File: src/rtl/vga_pkg.sv
// Shared types and constants for the video RAM loader.
// Grid geometry defaults, FSM state and byte type.
package vga_pkg;

  localparam int unsigned GRID_W = 32;
  localparam int unsigned GRID_H = 24;
  localparam int unsigned PIX_N  = GRID_W * GRID_H;

  typedef enum logic {
    IDLE  = 1'b0,
    SHIFT = 1'b1
  } state_e;

  typedef logic [7:0] byte_t;

endpackage

File: src/rtl/vga_wr_ptr.sv
// Raster cell pointer for the video RAM write port.
// Clears on demand, steps on enable, wraps after the last cell.
module vga_wr_ptr #(
  parameter int unsigned N      = 768,
  parameter int unsigned ADDR_W = 10
) (
  input  logic              clk,
  input  logic              rst_n,
  input  logic              clr_i,
  input  logic              inc_i,
  output logic [ADDR_W-1:0] ptr_o,
  output logic              at_last_o
);

  localparam logic [ADDR_W-1:0] LAST = ADDR_W'(N - 1);

  logic [ADDR_W-1:0] ptr_q;
  logic [ADDR_W-1:0] ptr_d;

  // Clear wins over increment; the last cell wraps to zero.
  always_comb begin
    ptr_d = ptr_q;
    if (clr_i) begin
      ptr_d = '0;
    end else if (inc_i) begin
      ptr_d = (ptr_q == LAST) ? '0 : ptr_q + 1'b1;
    end
  end

  // Pointer register with synchronous active-low reset.
  always_ff @(posedge clk) begin
    if (!rst_n) begin
      ptr_q <= '0;
    end else begin
      ptr_q <= ptr_d;
    end
  end

  assign ptr_o     = ptr_q;
  assign at_last_o = (ptr_q == LAST);

endmodule

File: src/rtl/vga_ram_loader.sv
// Byte-stream writer for the 1-bit video RAM.
// Serialises bytes MSB-first into raster-ordered cell writes.
module vga_ram_loader
  import vga_pkg::*;
#(
  parameter int unsigned GRID_W = vga_pkg::GRID_W,
  parameter int unsigned GRID_H = vga_pkg::GRID_H,
  parameter int unsigned ADDR_W = 10
) (
  input  logic              clk,
  input  logic              rst_n,
  input  logic              in_valid,
  input  logic [7:0]        in_data,
  output logic              in_ready,
  input  logic              frame_start,
  output logic              write_enable,
  output logic [ADDR_W-1:0] write_addr,
  output logic              write_data,
  output logic              frame_done,
  output logic              busy
);

  localparam int unsigned N = GRID_W * GRID_H;

  state_e      state_q;
  byte_t       shreg_q;
  logic [2:0]  bit_cnt_q;
  logic        last_bit;
  logic        hs;
  logic        at_last;
  logic [ADDR_W-1:0] ptr;

  assign last_bit = (state_q == SHIFT) && (bit_cnt_q == 3'd7);
  assign in_ready = (state_q == IDLE) || last_bit;
  assign hs       = in_valid && in_ready;

  vga_wr_ptr #(
    .N      (N),
    .ADDR_W (ADDR_W)
  ) u_ptr (
    .clk       (clk),
    .rst_n     (rst_n),
    .clr_i     (frame_start),
    .inc_i     (state_q == SHIFT),
    .ptr_o     (ptr),
    .at_last_o (at_last)
  );

  // FSM: load on handshake, shift one bit per cycle, abort on frame_start.
  always_ff @(posedge clk) begin
    if (!rst_n) begin
      state_q   <= IDLE;
      shreg_q   <= '0;
      bit_cnt_q <= '0;
    end else begin
      unique case (state_q)
        IDLE: begin
          if (hs) begin
            shreg_q   <= in_data;
            bit_cnt_q <= '0;
            state_q   <= SHIFT;
          end
        end
        SHIFT: begin
          if (bit_cnt_q == 3'd7) begin
            bit_cnt_q <= '0;
            if (hs) begin
              shreg_q <= in_data;
            end else begin
              shreg_q <= {shreg_q[6:0], 1'b0};
              state_q <= IDLE;
            end
          end else if (frame_start) begin
            bit_cnt_q <= '0;
            state_q   <= IDLE;
          end else begin
            shreg_q   <= {shreg_q[6:0], 1'b0};
            bit_cnt_q <= bit_cnt_q + 3'd1;
          end
        end
        default: state_q <= IDLE;
      endcase
    end
  end

  assign busy         = (state_q == SHIFT);
  assign write_enable = busy;
  assign write_addr   = ptr;
  assign write_data   = busy && shreg_q[7];
  assign frame_done   = busy && at_last;

endmodule

File: config.mk
export PLATFORM = sky130hd
export DESIGN_NAME = vga_ram_loader
export DESIGN_NICKNAME = d
export VERILOG_FILES = /design/src/rtl/vga_pkg.sv /design/src/rtl/vga_wr_ptr.sv /design/src/rtl/vga_ram_loader.sv
export SDC_FILE = /design/constraint.sdc
export NUM_CORES = 1
export LEC_CHECK = 0
export ABC_AREA = 1
export CAP_MARGIN = 30
export CORE_AREA = 10 10 60 62
export DETAILED_ROUTE_END_ITERATION = 7
export DIE_AREA = 0 0 70 72
export GPL_TIMING_DRIVEN = 0
export PLACE_DENSITY = 0.76
export SLEW_MARGIN = 20
export SYNTH_ARGS = -nofsm -noshare
export SYNTH_HDL_FRONTEND = slang
export SYNTH_SLANG_ARGS = --single-unit
export TNS_END_PERCENT = 100
File: constraint.sdc
create_clock -name clk -period 2 [get_ports clk]
set_clock_uncertainty 0.2 [all_clocks]
set_input_delay 0.5 -clock clk [delete_from_list [all_inputs] [get_ports clk]]
set_output_delay 0.5 -clock clk [all_outputs]
set_load 0.02 [all_outputs]
==> flow_metrics.env <==
export IMPL_outcome="finished, violations left"
export IMPL_violations="negative setup slack"
export IMPL_layout_nets=216
export IMPL_rr_worst_depth=9
export IMPL_reg2reg_to="shreg_q[2]$_SDFFE_PN0P_"
export IMPL_arrival_ps=1300
export IMPL_crit_required_ps=1300
export IMPL_postSynthAreaPerCell_sq_um=6.99
export IMPL_max_cap_violations=0
export IMPL_cpMaxStageDelayCell="dfxtp_2"
export IMPL_areaGrowthSynthToFinish_pct=37.7
export IMPL_ys_types=23
export IMPL_grt_overflow=0
export IMPL_ant_nets=0
export IMPL_port_buffers=26
export IMPL_cpMostUsedCell="nor2_2"
export IMPL_fillCellCount=225
export IMPL_grt_start_max_net_pins=14
export IMPL_endpoint_kind="output port"
export IMPL_dpl_cell_area_sq_um=1460
export IMPL_worst_skew_pair_late_latency_ps=310
export IMPL_cts_hold_fix_buffers=0
export IMPL_synth_fp_nets=181
export IMPL_synth_area_leaders="dfxtp_1, nand2_1, inv_1"
export IMPL_diodes=0
export IMPL_num_vias=1103
export IMPL_fin_crit_ps=2000
export IMPL_dieHeight_um=72
export IMPL_die_w_um=70
export IMPL_power_density_nw_per_um2=602
export IMPL_io_pins=27
export IMPL_worst_hold_path_endpoint="shreg_q[0]$_SDFFE_PN0P_"
export IMPL_totalPowerFinal_mw=0.962
export IMPL_clock_sinks=22
export IMPL_drive_gt1_frac=0.200
export IMPL_critPathKind="flip-flop to output port"
export IMPL_grt_pass1_wl_um=4530
export IMPL_whs_ps=283
export IMPL_avgRoutedWirePerCell_um=11.2
export IMPL_p_leak_nw=0.779
export IMPL_synth_edff_count=0
export IMPL_drt_total_wl_um=2570
export IMPL_cts_buffers=3
export IMPL_synth_ff_type="dfxtp_1"
export IMPL_fmax_mhz=499
export IMPL_setup_tns_final_ps=-2.75
export IMPL_design_die_area_sq_um=5040
export IMPL_root_buffer="clkbuf_4"
export IMPL_core_area_sq_um=2430
export IMPL_syn_inst=166
export IMPL_start_kind="flip-flop"
export IMPL_synth_area_sq_um=1160
export IMPL_grt_pass1_vias=1071
export IMPL_relSlewSlack=0.713
export IMPL_crit_family="flip-flops"
export IMPL_synth_top_area_share=0.379
export IMPL_timing_rr_start="bit_cnt_q[0]$_SDFFE_PN0P_"
export IMPL_crit_chain="ha_4 > nand3_2 > nor2_2 > nand2_2 > nor2_2 > buf_6"
export IMPL_min_delay_path_class="flip-flop to flip-flop"
export IMPL_drc_errors=0
export IMPL_post_route_period_util=1.00
export IMPL_ys_async_sr_fraction=0
export IMPL_num_rows=18
export IMPL_yosys_area_top_type="dfxtp_1"
export IMPL_via_per_inst=4.80
export IMPL_dp_hpwl_um=2000
export IMPL_place_gp_congestion=0.818
export IMPL_design_area_sq_um=1600
export IMPL_slowest_delay_ps=380
export IMPL_path_buf_inv=1
export IMPL_drtPass1Iterations=4
export IMPL_setup_ws_ps=-2.75
export IMPL_setup_reg_to_reg_worst_slack_ps=310
export IMPL_clock_path_buffers=2
export IMPL_setup_viol=1
export IMPL_drt_iter0_drc=69
export IMPL_clkTransAtPathRegs_ps=120
export IMPL_grt_usage=0.101
export IMPL_holdCritStartpoint="shreg_q[0]$_SDFFE_PN0P_"
export IMPL_worst_pin_slew_ps=430
export IMPL_cts_max_level=1
export IMPL_whs_path_depth=2
export IMPL_final_hold_violation_count=0
export IMPL_ys_ff_latch=22
export IMPL_rsz0062_at_grt="true"
export IMPL_final_max_slew_violation_count=0
export IMPL_fin_util=0.657
export IMPL_ys_seq_area_frac=0.379
export IMPL_path_max_fanout=3
export IMPL_cts_tree="yes"
export IMPL_ys_warnings_count=0
export IMPL_start_util=0.477
export IMPL_ir_drop_mv=0.598
export IMPL_antenna_found_initial=0
layout by cell type (no fill, tap or decap), types with 2 or more instances in the layout:
master,count
dfxtp_2,7
nand2_1,39
nor2_1,25
a21oi_1,8
a21oi_4,2
nand4_1,2
inv_1,29
dlymetal6s2s_1,2
nor2_2,4
o211ai_1,7
ha_4,3
nor3_2,2
clkbuf_4,3
xnor2_1,2
buf_4,6
buf_6,4
dlygate4sd2_1,10
nand3_1,4
dfxtp_1,14
o21a_1,2
clkdlybuf4s50_1,11
nor3_1,2
sequential cells by signal, indices dropped and copies added, names as in the netlist:
name	cells
u_ptr.ptr_o	10
busy	1
shreg_q	8
bit_cnt_q	3
synth_stat cells (3+ instances only):
library cell and number:
nor2_1 27, o211ai_1 7, inv_1 30, nand2_1 40, dfxtp_1 22, nand3_1 5
a21oi_1 8, nor3_1 3, ha_1 3
kinds of logic after synthesis:
family,synth area share
AOI/OAI and AO/OA,0.135
and+or+nand+nor,0.291
adders and majority gates,0.0323
buffers and inverters,0.140
DFF,0.379
xor gates and xnor gates,0.0226
layer usage:
metal  track usage  share of wire  vias up  routed length [um]
li1              -              -      581                   -
met1         0.114           0.45      488                1160
met2         0.184           0.50       32                1270
met3        0.0245          0.046        2                 119
met4        0.0285         0.0051        0                  13
met5             0              0        -                   0
stage by stage:
step | setup WS, ps | instances
global route | -58.7 | 230
CTS | -145 | 228
global placement | -288 | 222
finish | -2.75 | 230
detailed placement | -304 | 222
floorplan | 42.5 | 166
worst max path at each step:
stage                 end                        start  slack [ps]  cells after the start
4_1_cts        frame_done  u_ptr.ptr_o[0]$_SDFFE_PP0P_        -150                      6
5_1_grt        frame_done  u_ptr.ptr_o[0]$_SDFFE_PP0P_         -60                      6
3_5_place_dp   frame_done  u_ptr.ptr_o[0]$_SDFFE_PP0P_        -300                      6
6_report       frame_done  u_ptr.ptr_o[0]$_SDFFE_PP0P_          -3                      6
3_3_place_gp   frame_done  u_ptr.ptr_o[0]$_SDFFE_PP0P_        -290                      6
2_1_floorplan  frame_done  u_ptr.ptr_o[1]$_SDFFE_PP0P_          40                      5
final cells by class:
type | instances | area, sq um | area share
Inverter | 31 | 121 | 0.0759
Clock buffer | 3 | 22.5 | 0.0141
Clock inverter | 1 | 30.0 | 0.0188
Timing Repair Buffer | 30 | 280 | 0.175
Multi-Input combinational cell | 108 | 613 | 0.383
Sequential cell | 22 | 453 | 0.283
Buffer | 5 | 41.3 | 0.0258
Tap cell | 30 | 37.5 | 0.0235
what timing repair did:
item                                    CTS  global route
gates resized for setup                  30            18
buffers inserted                          2             2
pin swaps                                 1             0
endpoints found under the setup margin   15             5
worst reg2reg max path, stage by stage, from the launching register on:
cell      delay (ps)
dfxtp_2          380
ha_4             140
ha_4             150
nor2_4            40
buf_4            140
a21oi_4          200
buf_6            170
o211ai_1          80
nand2_1           70
inv_1             40
report_power, final:
part	switching, mW	total (mW)	leakage (nW)	internal [mW]
Combinational	0.0810	0.154	0.567	0.0726
Clock	0.138	0.340	0.0279	0.202
Sequential	0.0114	0.468	0.184	0.456
Total	0.230	0.962	0.779	0.731
No activity file was read; power rests on OpenSTA's default activity.
